<file path="src/rtl/grid_gpu.sv">
// grid_gpu: tile-puzzle display engine.
// Maps the scan address into a square tile window, fetches tile pixels through the
// per-tile offset table, blinks the cursor tile and decodes cursor commands into
// cursor moves or single-cycle row/column shift strobes for the offset RAM.
module grid_gpu #(
  parameter int unsigned GRID_BITS  = 4,
  parameter int unsigned COLOR_W    = 3,
  parameter int unsigned COORD_W    = 11,
  parameter int unsigned WIN_X0     = 231,
  parameter int unsigned WIN_Y0     = 36,
  parameter int unsigned WIN_SIZE   = 481,
  parameter int unsigned FLASH_BITS = 25
) (
  input  logic                   i_sysclk,
  input  logic                   i_rst_n,
  input  logic [2:0]             i_cmd,
  input  logic                   i_cmd_valid,
  output logic                   o_cmd_ready,
  input  logic                   i_scramble,
  input  logic [2*COORD_W-1:0]   i_display_addr,
  output logic [2*COORD_W-1:0]   o_mapper_display_addr,
  input  logic [GRID_BITS-1:0]   i_mapper_pixel_x,
  input  logic [GRID_BITS-1:0]   i_mapper_pixel_y,
  output logic [GRID_BITS-1:0]   o_offset_pos_x,
  output logic [GRID_BITS-1:0]   o_offset_pos_y,
  input  logic [GRID_BITS-1:0]   i_offset_x,
  input  logic [GRID_BITS-1:0]   i_offset_y,
  output logic [2*GRID_BITS-1:0] o_pixel_addr,
  input  logic [COLOR_W-1:0]     i_pixel_data,
  output logic [COLOR_W-1:0]     o_display_data,
  output logic                   o_ram_write,
  output logic [GRID_BITS-1:0]   o_ram_write_pos,
  output logic                   o_ram_write_horizontal,
  output logic                   o_ram_write_increase
);

  localparam logic [COORD_W-1:0]    LP_X_LO   = COORD_W'(WIN_X0);
  localparam logic [COORD_W-1:0]    LP_X_HI   = COORD_W'(WIN_X0 + WIN_SIZE - 1);
  localparam logic [COORD_W-1:0]    LP_Y_LO   = COORD_W'(WIN_Y0);
  localparam logic [COORD_W-1:0]    LP_Y_HI   = COORD_W'(WIN_Y0 + WIN_SIZE - 1);
  localparam logic [GRID_BITS-1:0]  LP_G_ONE  = GRID_BITS'(1);
  localparam logic [FLASH_BITS-1:0] LP_F_ONE  = FLASH_BITS'(1);

  localparam logic [2:0] LP_CMD_UP    = 3'd1;
  localparam logic [2:0] LP_CMD_RIGHT = 3'd2;
  localparam logic [2:0] LP_CMD_LEFT  = 3'd3;
  localparam logic [2:0] LP_CMD_DOWN  = 3'd4;
  localparam logic [2:0] LP_CMD_HOME  = 3'd5;
  localparam logic [2:0] LP_CMD_VIS   = 3'd6;

  typedef enum logic [1:0] {StIdle, StWrite, StRelease} state_e;

  state_e                  r_state;
  logic                    r_cmd_ready;
  logic [GRID_BITS-1:0]    r_cursor_x;
  logic [GRID_BITS-1:0]    r_cursor_y;
  logic                    r_cursor_en;
  logic                    r_ram_write;
  logic [GRID_BITS-1:0]    r_ram_write_pos;
  logic                    r_ram_write_horizontal;
  logic                    r_ram_write_increase;
  logic [FLASH_BITS-1:0]   r_flash_cnt;
  logic                    r_flash_phase;
  logic                    r_in_win;
  logic                    r_is_cur;
  logic [2*GRID_BITS-1:0]  r_pixel_addr;
  logic [COLOR_W-1:0]      r_display_data;

  logic [COORD_W-1:0]      w_x;
  logic [COORD_W-1:0]      w_y;
  logic                    w_in_win;
  logic                    w_is_cur;
  logic [GRID_BITS-1:0]    w_src_x;
  logic [GRID_BITS-1:0]    w_src_y;
  logic                    w_accept;
  logic                    w_is_move;

  // Scan decode, source-tile arithmetic (wraps naturally) and cursor hit test.
  always_comb begin
    w_x       = i_display_addr[2*COORD_W-1:COORD_W];
    w_y       = i_display_addr[COORD_W-1:0];
    w_in_win  = (w_x >= LP_X_LO) && (w_x <= LP_X_HI) && (w_y >= LP_Y_LO) && (w_y <= LP_Y_HI);
    w_src_x   = i_mapper_pixel_x + i_offset_x;
    w_src_y   = i_mapper_pixel_y + i_offset_y;
    w_is_cur  = w_in_win && r_flash_phase && r_cursor_en &&
                (i_mapper_pixel_x == r_cursor_x) && (i_mapper_pixel_y == r_cursor_y);
    w_accept  = i_cmd_valid && (i_cmd != 3'd0);
    w_is_move = (i_cmd == LP_CMD_UP) || (i_cmd == LP_CMD_RIGHT) ||
                (i_cmd == LP_CMD_LEFT) || (i_cmd == LP_CMD_DOWN);
  end

  // Blink timer: phase flips on the edge where the counter wraps back to zero.
  always_ff @(posedge i_sysclk or negedge i_rst_n) begin
    if (!i_rst_n) begin
      r_flash_cnt   <= '0;
      r_flash_phase <= 1'b0;
    end else begin
      r_flash_cnt <= r_flash_cnt + LP_F_ONE;
      if (&r_flash_cnt) r_flash_phase <= ~r_flash_phase;
    end
  end

  // Pixel pipeline stage 1: window flag, cursor flag and ROM address.
  always_ff @(posedge i_sysclk or negedge i_rst_n) begin
    if (!i_rst_n) begin
      r_in_win     <= 1'b0;
      r_is_cur     <= 1'b0;
      r_pixel_addr <= '0;
    end else begin
      r_in_win     <= w_in_win;
      r_is_cur     <= w_is_cur;
      r_pixel_addr <= {w_src_y, w_src_x};
    end
  end

  // Pixel pipeline stage 2: blank outside the window, invert the cursor tile.
  always_ff @(posedge i_sysclk or negedge i_rst_n) begin
    if (!i_rst_n) begin
      r_display_data <= '0;
    end else if (!r_in_win) begin
      r_display_data <= '0;
    end else if (r_is_cur) begin
      r_display_data <= ~i_pixel_data;
    end else begin
      r_display_data <= i_pixel_data;
    end
  end

  // Command FSM: a command is taken once in IDLE; RELEASE waits for cmd_valid to drop.
  always_ff @(posedge i_sysclk or negedge i_rst_n) begin
    if (!i_rst_n) begin
      r_state                <= StIdle;
      r_cmd_ready            <= 1'b1;
      r_cursor_x             <= '0;
      r_cursor_y             <= '0;
      r_cursor_en            <= 1'b1;
      r_ram_write            <= 1'b0;
      r_ram_write_pos        <= '0;
      r_ram_write_horizontal <= 1'b0;
      r_ram_write_increase   <= 1'b0;
    end else begin
      unique case (r_state)
        StIdle: begin
          if (w_accept) begin
            r_cmd_ready <= 1'b0;
            if (i_scramble && w_is_move) begin
              // Shift fields are latched here and held until the next shift.
              r_state     <= StWrite;
              r_ram_write <= 1'b1;
              case (i_cmd)
                LP_CMD_UP: begin
                  r_ram_write_pos        <= r_cursor_x;
                  r_ram_write_horizontal <= 1'b0;
                  r_ram_write_increase   <= 1'b1;
                end
                LP_CMD_DOWN: begin
                  r_ram_write_pos        <= r_cursor_x;
                  r_ram_write_horizontal <= 1'b0;
                  r_ram_write_increase   <= 1'b0;
                end
                LP_CMD_RIGHT: begin
                  r_ram_write_pos        <= r_cursor_y;
                  r_ram_write_horizontal <= 1'b1;
                  r_ram_write_increase   <= 1'b0;
                end
                default: begin
                  r_ram_write_pos        <= r_cursor_y;
                  r_ram_write_horizontal <= 1'b1;
                  r_ram_write_increase   <= 1'b1;
                end
              endcase
            end else begin
              r_state <= StRelease;
              case (i_cmd)
                LP_CMD_UP:    r_cursor_y  <= r_cursor_y - LP_G_ONE;
                LP_CMD_DOWN:  r_cursor_y  <= r_cursor_y + LP_G_ONE;
                LP_CMD_RIGHT: r_cursor_x  <= r_cursor_x + LP_G_ONE;
                LP_CMD_LEFT:  r_cursor_x  <= r_cursor_x - LP_G_ONE;
                LP_CMD_HOME: begin
                  r_cursor_x <= '0;
                  r_cursor_y <= '0;
                end
                LP_CMD_VIS:   r_cursor_en <= ~r_cursor_en;
                default: ;
              endcase
            end
          end
        end
        StWrite: begin
          r_ram_write <= 1'b0;
          r_state     <= StRelease;
        end
        StRelease: begin
          if (!i_cmd_valid) begin
            r_state     <= StIdle;
            r_cmd_ready <= 1'b1;
          end
        end
        default: begin
          r_state     <= StIdle;
          r_cmd_ready <= 1'b1;
          r_ram_write <= 1'b0;
        end
      endcase
    end
  end

  assign o_mapper_display_addr  = i_display_addr;
  assign o_offset_pos_x         = i_mapper_pixel_x;
  assign o_offset_pos_y         = i_mapper_pixel_y;
  assign o_pixel_addr           = r_pixel_addr;
  assign o_display_data         = r_display_data;
  assign o_cmd_ready            = r_cmd_ready;
  assign o_ram_write            = r_ram_write;
  assign o_ram_write_pos        = r_ram_write_pos;
  assign o_ram_write_horizontal = r_ram_write_horizontal;
  assign o_ram_write_increase   = r_ram_write_increase;

endmodule

</file>
<file path="config.mk">
export PLATFORM = sky130hd
export DESIGN_NAME = grid_gpu
export DESIGN_NICKNAME = d
export VERILOG_FILES = /design/src/rtl/grid_gpu.sv
export SDC_FILE = /design/constraint.sdc
export NUM_CORES = 1
export LEC_CHECK = 0
export ABC_AREA = 1
export CAP_MARGIN = 10
export CORE_MARGIN = 2
export CORE_UTILIZATION = 54
export CTS_BUF_LIST = sky130_fd_sc_hd__clkbuf_4 sky130_fd_sc_hd__clkbuf_8
export DETAILED_ROUTE_END_ITERATION = 7
export PLACE_DENSITY_LB_ADDON = 0.3
export SLEW_MARGIN = 20
export SYNTH_ARGS = -nofsm -noshare
export SYNTH_HDL_FRONTEND = slang
export SYNTH_SLANG_ARGS = --single-unit
</file>
<file path="constraint.sdc">
create_clock -name i_sysclk -period 2.2 [get_ports i_sysclk]
set_input_delay 0.44 -clock i_sysclk [delete_from_list [all_inputs] [get_ports i_sysclk]]
set_output_delay 0.44 -clock i_sysclk [all_outputs]
set_load 0.03 [all_outputs]
</file>
==> results of run 1 <==
==> worst paths after layout <==
check                                     from                end  slack [ns]  cells after the start
max                        i_mapper_pixel_x[0]  o_offset_pos_x[0]        0.10                      2
min                                    i_rst_n     r_flash_cnt[3]        0.08                      2
max reg2reg                     r_flash_cnt[0]      r_flash_phase        0.61                      8
min reg2reg                     r_flash_cnt[0]     r_flash_cnt[0]        0.45                      1
max in group asynchronous              i_rst_n        r_cursor_en        1.81                      2
min in group i_sysclk           r_flash_cnt[0]     r_flash_cnt[0]        0.45                      1
==> area by class of cell <==
| class | instances | area [um2] |
|---|---|---|
| Inverter | 53 | 199 |
| Multi-Input combinational cell | 303 | 1640 |
| Fill cell | 466 | 1620 |
| Timing Repair Buffer | 108 | 1060 |
| Clock buffer | 9 | 124 |
| Tap cell | 77 | 96.3 |
| Clock inverter | 7 | 125 |
| Sequential cell | 58 | 1450 |
==> cells in the mapped netlist (5+ instances only) <==
| cell type | n | area [um2] |
|---|---|---|
| nand2_1 | 123 | 462 |
| dfrtp_1 | 56 | 1400 |
| nor2_1 | 52 | 195 |
| inv_1 | 51 | 191 |
| buf_4 | 30 | 225 |
| nand3_1 | 28 | 140 |
| o21ai_0 | 23 | 115 |
| xnor2_1 | 13 | 114 |
| xor2_1 | 13 | 114 |
| ha_1 | 11 | 138 |
| a21oi_1 | 7 | 35.0 |
| nand3b_1 | 5 | 37.5 |
==> stage by stage <==
stage	worst slack, ns	hold slack, ns	cells	utilization [%]
CTS	0.0992	0.0831	615	74.3
global route	0.0889	0.0982	615	74.3
detailed placement	-0.100	0.440	599	70.3
finish	0.104	0.0801	615	74.3
global placement	0.0849	0.435	599	70.3
floorplan	0.572	0.144	445	-
==> registers in the layout, summed over array words and instances, names as in the netlist, 2 cells and up <==
signal           count
o_pixel_addr         8
r_cursor_y           4
o_ram_write_pos      4
o_display_data       3
r_state              2
r_cursor_x           4
r_flash_cnt         25
==> cells by family after synthesis <==
family / share of synthesized area (%)
fa+ha+maj: 6.19
flops: 41.3
xor+xnor: 6.47
simple gates: 27.6
compound gates: 6.19
buf+inv: 12.2
==> per-layer routing <==
| layer | up-vias | wire length (um) | track usage [%] |
|---|---|---|---|
| met4 | 0 | 100 | 7.36 |
| li1 | 1547 | - | - |
| met1 | 1437 | 3250 | 26.8 |
| met2 | 63 | 4130 | 41.3 |
| met3 | 9 | 395 | 7.87 |
| met5 | - | 0 | 0 |
==> power by group through the flow <==
stage	clock, mW	sequential (mW)	combinational [mW]
6_report	1.24	1.41	1.24
4_1_cts	1.26	1.41	1.25
5_1_grt	1.31	1.43	1.36
3_5_place_dp	0	1.42	1.24
2_1_floorplan	0	1.57	0.611
3_3_place_gp	0	1.42	1.20
==> cells in the final DEF, fill, tap and decap left out <==
cell type and instances:
xnor2_1 13, nand2_4 1, nor2_2 1, o21ai_1 1, xor2_1 13, buf_2 1, nand3_2 1, buf_4 12
nor2_8 1, inv_6 2, buf_12 1, fa_1 4, a31oi_1 1, ha_1 11, nand3_1 28, and2_1 1
inv_2 2, clkdlybuf4s50_1 94, nor2_4 4, a21oi_2 2, inv_1 51, nand3b_1 5, bufinv_16 3, clkbuf_8 9
a21oi_4 1, nand4_1 3, nor2_1 52, o21ai_2 1, o211ai_1 1, nor3_1 4, clkinv_4 2, nand2_1 123
dfstp_2 2, dfrtp_1 56, o22ai_1 1, o21ai_0 23, a21oi_1 7
==> flow_summary.toml, run 1 <==
[sta]
finalCritPeriodShare_pct = 95.3
clock_skew_ns = 0.00553
max_freq_ghz = 0.477
setup_tns_ns = 0
setup_violations = 0
rsz0062_at_grt = "false"
report.final.slew_viol_count = 0
fin_crit_ns = 2.10
maxSlewHeadroom_pct = 75.2
hold_violations = 0
tightestPinTransition_ns = 0.371

[worst_setup_path]
crit_path_start_kind = "input port"
cp_slowest_stage_delay_ns = 0.69
cp.arrival_ns = 1.66
crit_path_end_kind = "primary output"
crit_type = "in -> out"
crit_family = "buffers and inverters"
required_ns = 1.76
path_buf_inv = 2
cp_cell_sequence = "clkdlybuf4s50_1 -> clkdlybuf4s50_1"
crit_fanout = 4
cp_slowest_cell = "clkdlybuf4s50_1"
crit_top_cell = "clkdlybuf4s50_1"

[synthesis]
yosys_warnings = 0
synth_nets = 508
synth.avg_cell_area_um2 = 7.91
synth-seq-cells = 58
syn_inst = 445
yosysUniqueCellTypes = 31
ys_seq_area_share_pct = 41.3
synthArstFlopShare_pct = 100
synth_edf_count = 0
synth_ff_type = "dfrtp_1"
syn_area_mm2 = 0.00352

[floorplanning]
dieArea_mm2 = 0.00718
die_y_um = 84.7
rows = 29
core-area_mm2 = 0.00631
initial_core_util_pct = 55.7
die_w_um = 84.7
ioPinCount = 97

[finish]
fin_nets = 596
diodes = 0
stdcell_area_mm2 = 0.00469
area_growth_pct = 33.3
drive_gt1_share_pct = 8.55

[placement]
hpwl_mm = 6.16
placed_area_mm2 = 0.00444
place_congestion = 0.918
io_buffers = 96

[clocking]
cts_tree = "built"
cts_made_buffers = 9
clk_latency_ns = 0.34
holdBufCountCts = 0
ctsResizeCount = 0
root_buffer = "clkbuf_8"
h-tree-depth = 3
path_clk_slew_ns = 0.08
clk_path_buf_depth = 2
cts_setup_buffers = 0
cts.sinks = 58

[global_routing]
antenna_found_initial = 0
track_usage_pct = 23.4
grt_pass1_vias = 3051
grt_max_degree = 59
grt_overflow = 0
grt_pass1_wl_mm = 13.4

[drt]
vias = 3056
drt_pre_antenna_iters = 4
avgRoutedWirePerCell_um = 12.8
viasPerCell = 4.97
drtIter0Drc = 149
routed_wl_mm = 7.87
antenna_left = 0
drc = 0

[power]
power_mw = 3.89
p_sw_mw = 1.34
power_density_mw_per_mm2 = 829
internal_power_mw = 2.55
p_comb_share_pct = 31.8
pwr-share-seq_pct = 36.3
leakage_nw = 2.25
swShare_pct = 34.5
power.share.clock_pct = 31.9
ir_drop_uv = 737

[outcome]
status = "finished clean"

[job]
maxCapViolations = 0

[worst_hold_path]
hold_class = "in -> async"
Note: power is estimated with default switching activity, not from simulation.
==> run 2: changes to the inputs <==
--- a/config.mk
+++ b/config.mk
@@ -8,10 +8,11 @@
 export ABC_AREA = 1
 export CAP_MARGIN = 10
 export CORE_MARGIN = 2
-export CORE_UTILIZATION = 54
+export CORE_UTILIZATION = 28
 export CTS_BUF_LIST = sky130_fd_sc_hd__clkbuf_4 sky130_fd_sc_hd__clkbuf_8
 export DETAILED_ROUTE_END_ITERATION = 7
 export PLACE_DENSITY_LB_ADDON = 0.3
+export SETUP_SLACK_MARGIN = 0.3
 export SLEW_MARGIN = 20
 export SYNTH_ARGS = -nofsm -noshare
 export SYNTH_HDL_FRONTEND = slang
==> constraint.sdc (replaced) <==
create_clock -name i_sysclk -period 2.6 [get_ports i_sysclk]
set_input_delay 0.52 -clock i_sysclk [delete_from_list [all_inputs] [get_ports i_sysclk]]
set_output_delay 0.52 -clock i_sysclk [all_outputs]
set_load 0.03 [all_outputs]
==> run 2 against run 1 <==
Utilization shrank 36 points. Largest cell class unchanged. Count of clock-buffer cells in the layout grew 7. Critical endpoint is now o_offset_pos_y[0]. Sequential power shrank 15%. Flip-flop and latch count is the same. Worst hold slack gained 0.37 ns.
==> flow_summary.toml, run 2 (same netlist as run 1, synthesis figures left out) <==
[clocking]
cts_made_buffers = 9
clk_latency_ns = 0.34
clk_path_buf_depth = 2
root_buffer = "clkbuf_8"
cts.sinks = 58
cts_tree = "built"
cts_setup_buffers = 0
h-tree-depth = 3
path_clk_slew_ns = 0.06

[power]
p_sw_mw = 1.06
p_comb_share_pct = 33.9
pwr-share-seq_pct = 39.8
internal_power_mw = 1.95
swShare_pct = 35.2
power_density_mw_per_mm2 = 643
ir_drop_uv = 326
leakage_nw = 2.22
power_mw = 3.02
power.share.clock_pct = 26.3

[finish]
fin_cells = 698
layout_commonest_cell = "nand2_1"
diodes = 0
fin_util_pct = 38.6
fin_nets = 588
final_cell_mix = "nand2_1, clkdlybuf4s50_1, dfrtp_1"
top_register = "r_flash_cnt"
drive_gt1_share_pct = 6.79
area_growth_pct = 33.4
largest_reg_flops = 25

[global_routing]
grt_max_degree = 58
met3_usage_pct = 3.74
antenna_found_initial = 0
grt_pass1_wl_mm = 13.7
use_met1_pct = 16.4
grt_pass1_vias = 2955
met2_usage_pct = 21.9
track_usage_pct = 13.0
grt_busiest_layer = "met2"
grt_overflow = 0

[sta]
rsz0062_at_grt = "false"
tightestPinTransition_ns = 0.362
finalCritPeriodShare_pct = 87.6
fin_crit_ns = 2.28
setup_violations = 0
whs_ns = 0.450
maxSlewHeadroom_pct = 75.8
report.final.slew_viol_count = 0
hold_violations = 0
clock_skew_ns = 0.0144
max_freq_ghz = 0.439
setup_tns_ns = 0

[worst_setup_path]
crit_top_cell = "clkdlybuf4s50_1"
cp_slowest_cell = "clkdlybuf4s50_1"
cp_cell_sequence = "clkdlybuf4s50_1 -> clkdlybuf4s50_1"
required_ns = 2.08
cp.arrival_ns = 1.76
crit_path_end_kind = "primary output"
cp_slowest_stage_delay_ns = 0.70
path_buf_inv = 2
crit_type = "in -> out"
crit_path_start_kind = "input port"
crit_fanout = 4
crit_family = "buffers and inverters"

[drt]
vias = 2973
drt_pre_antenna_iters = 4
drc = 0
viasPerCell = 4.26
drtIter0Drc = 110
avgRoutedWirePerCell_um = 11.6
routed_wl_mm = 8.07
antenna_left = 0

[placement]
place_congestion = 0.846
dp.cells = 681
hpwl_mm = 6.40
io_buffers = 96

[worst_hold_path]
hold_class = "reg -> reg"

[floorplanning]
ioPinCount = 97
rows = 40
core-area_mm2 = 0.0122
die_w_um = 116
initial_core_util_pct = 28.9
dieArea_mm2 = 0.0135
die_y_um = 116

[outcome]
status = "finished clean"

[job]
maxCapViolations = 0
-- run 2: layer usage --
layer,vias up,part of all wire (%),wire length (um)
met1,1370,45,3650
met2,67,49,3930
met4,0,1.2,96
met5,-,0,0
li1,1528,-,-
met3,8,4.9,392
-- run 2: metrics by stage --
stage | worst slack, ns | cell area, um2
2_1_floorplan | 0.892 | 3520
3_3_place_gp | 0.281 | 4490
3_5_place_dp | 0.202 | 4490
4_1_cts | 0.305 | 4690
5_1_grt | 0.302 | 4690
6_report | 0.321 | 4690
-- run 2: power by group through the flow --
stage               clock network [mW]  logic, mW  registers [mW]
finish                           0.792       1.02            1.20
CTS                              0.821       1.04            1.20
floorplan                            0      0.517            1.32
global route                     0.873       1.15            1.22
detailed placement                   0       1.04            1.22
global placement                     0       1.02            1.22
-- run 2: timing repair --
action                                 CTS  global route
endpoints found under the hold margin    1             0
gates resized for setup                  1             3
pin swaps                                0             0
cloned                                   0             0
hold buffers                             1             0
setup endpoints to repair                1             3
-- run 2: cell type report --
cell class / instances / area, um2
Fill cell: 1230 / 7470
Multi-Input combinational cell: 303 / 1640
Sequential cell: 58 / 1450
Timing Repair Buffer: 100 / 1010
Tap cell: 168 / 210
Inverter: 53 / 199
Clock buffer: 16 / 189
-- run 2: final timing paths --
| check | endpoint | from | depth (start not counted) | slack [ns] |
|---|---|---|---|---|
| max in group asynchronous | o_cmd_ready | i_rst_n | 3 | 1.53 |
| max | o_offset_pos_y[0] | i_mapper_pixel_y[0] | 2 | 0.32 |
| max reg2reg | r_flash_phase | r_flash_cnt[0] | 8 | 1.05 |
| min | r_flash_cnt[0] | r_flash_cnt[0] | 1 | 0.45 |
| min in group asynchronous | o_pixel_addr[5] | i_rst_n | 2 | 0.51 |
| min reg2reg | r_flash_cnt[0] | r_flash_cnt[0] | 1 | 0.45 |
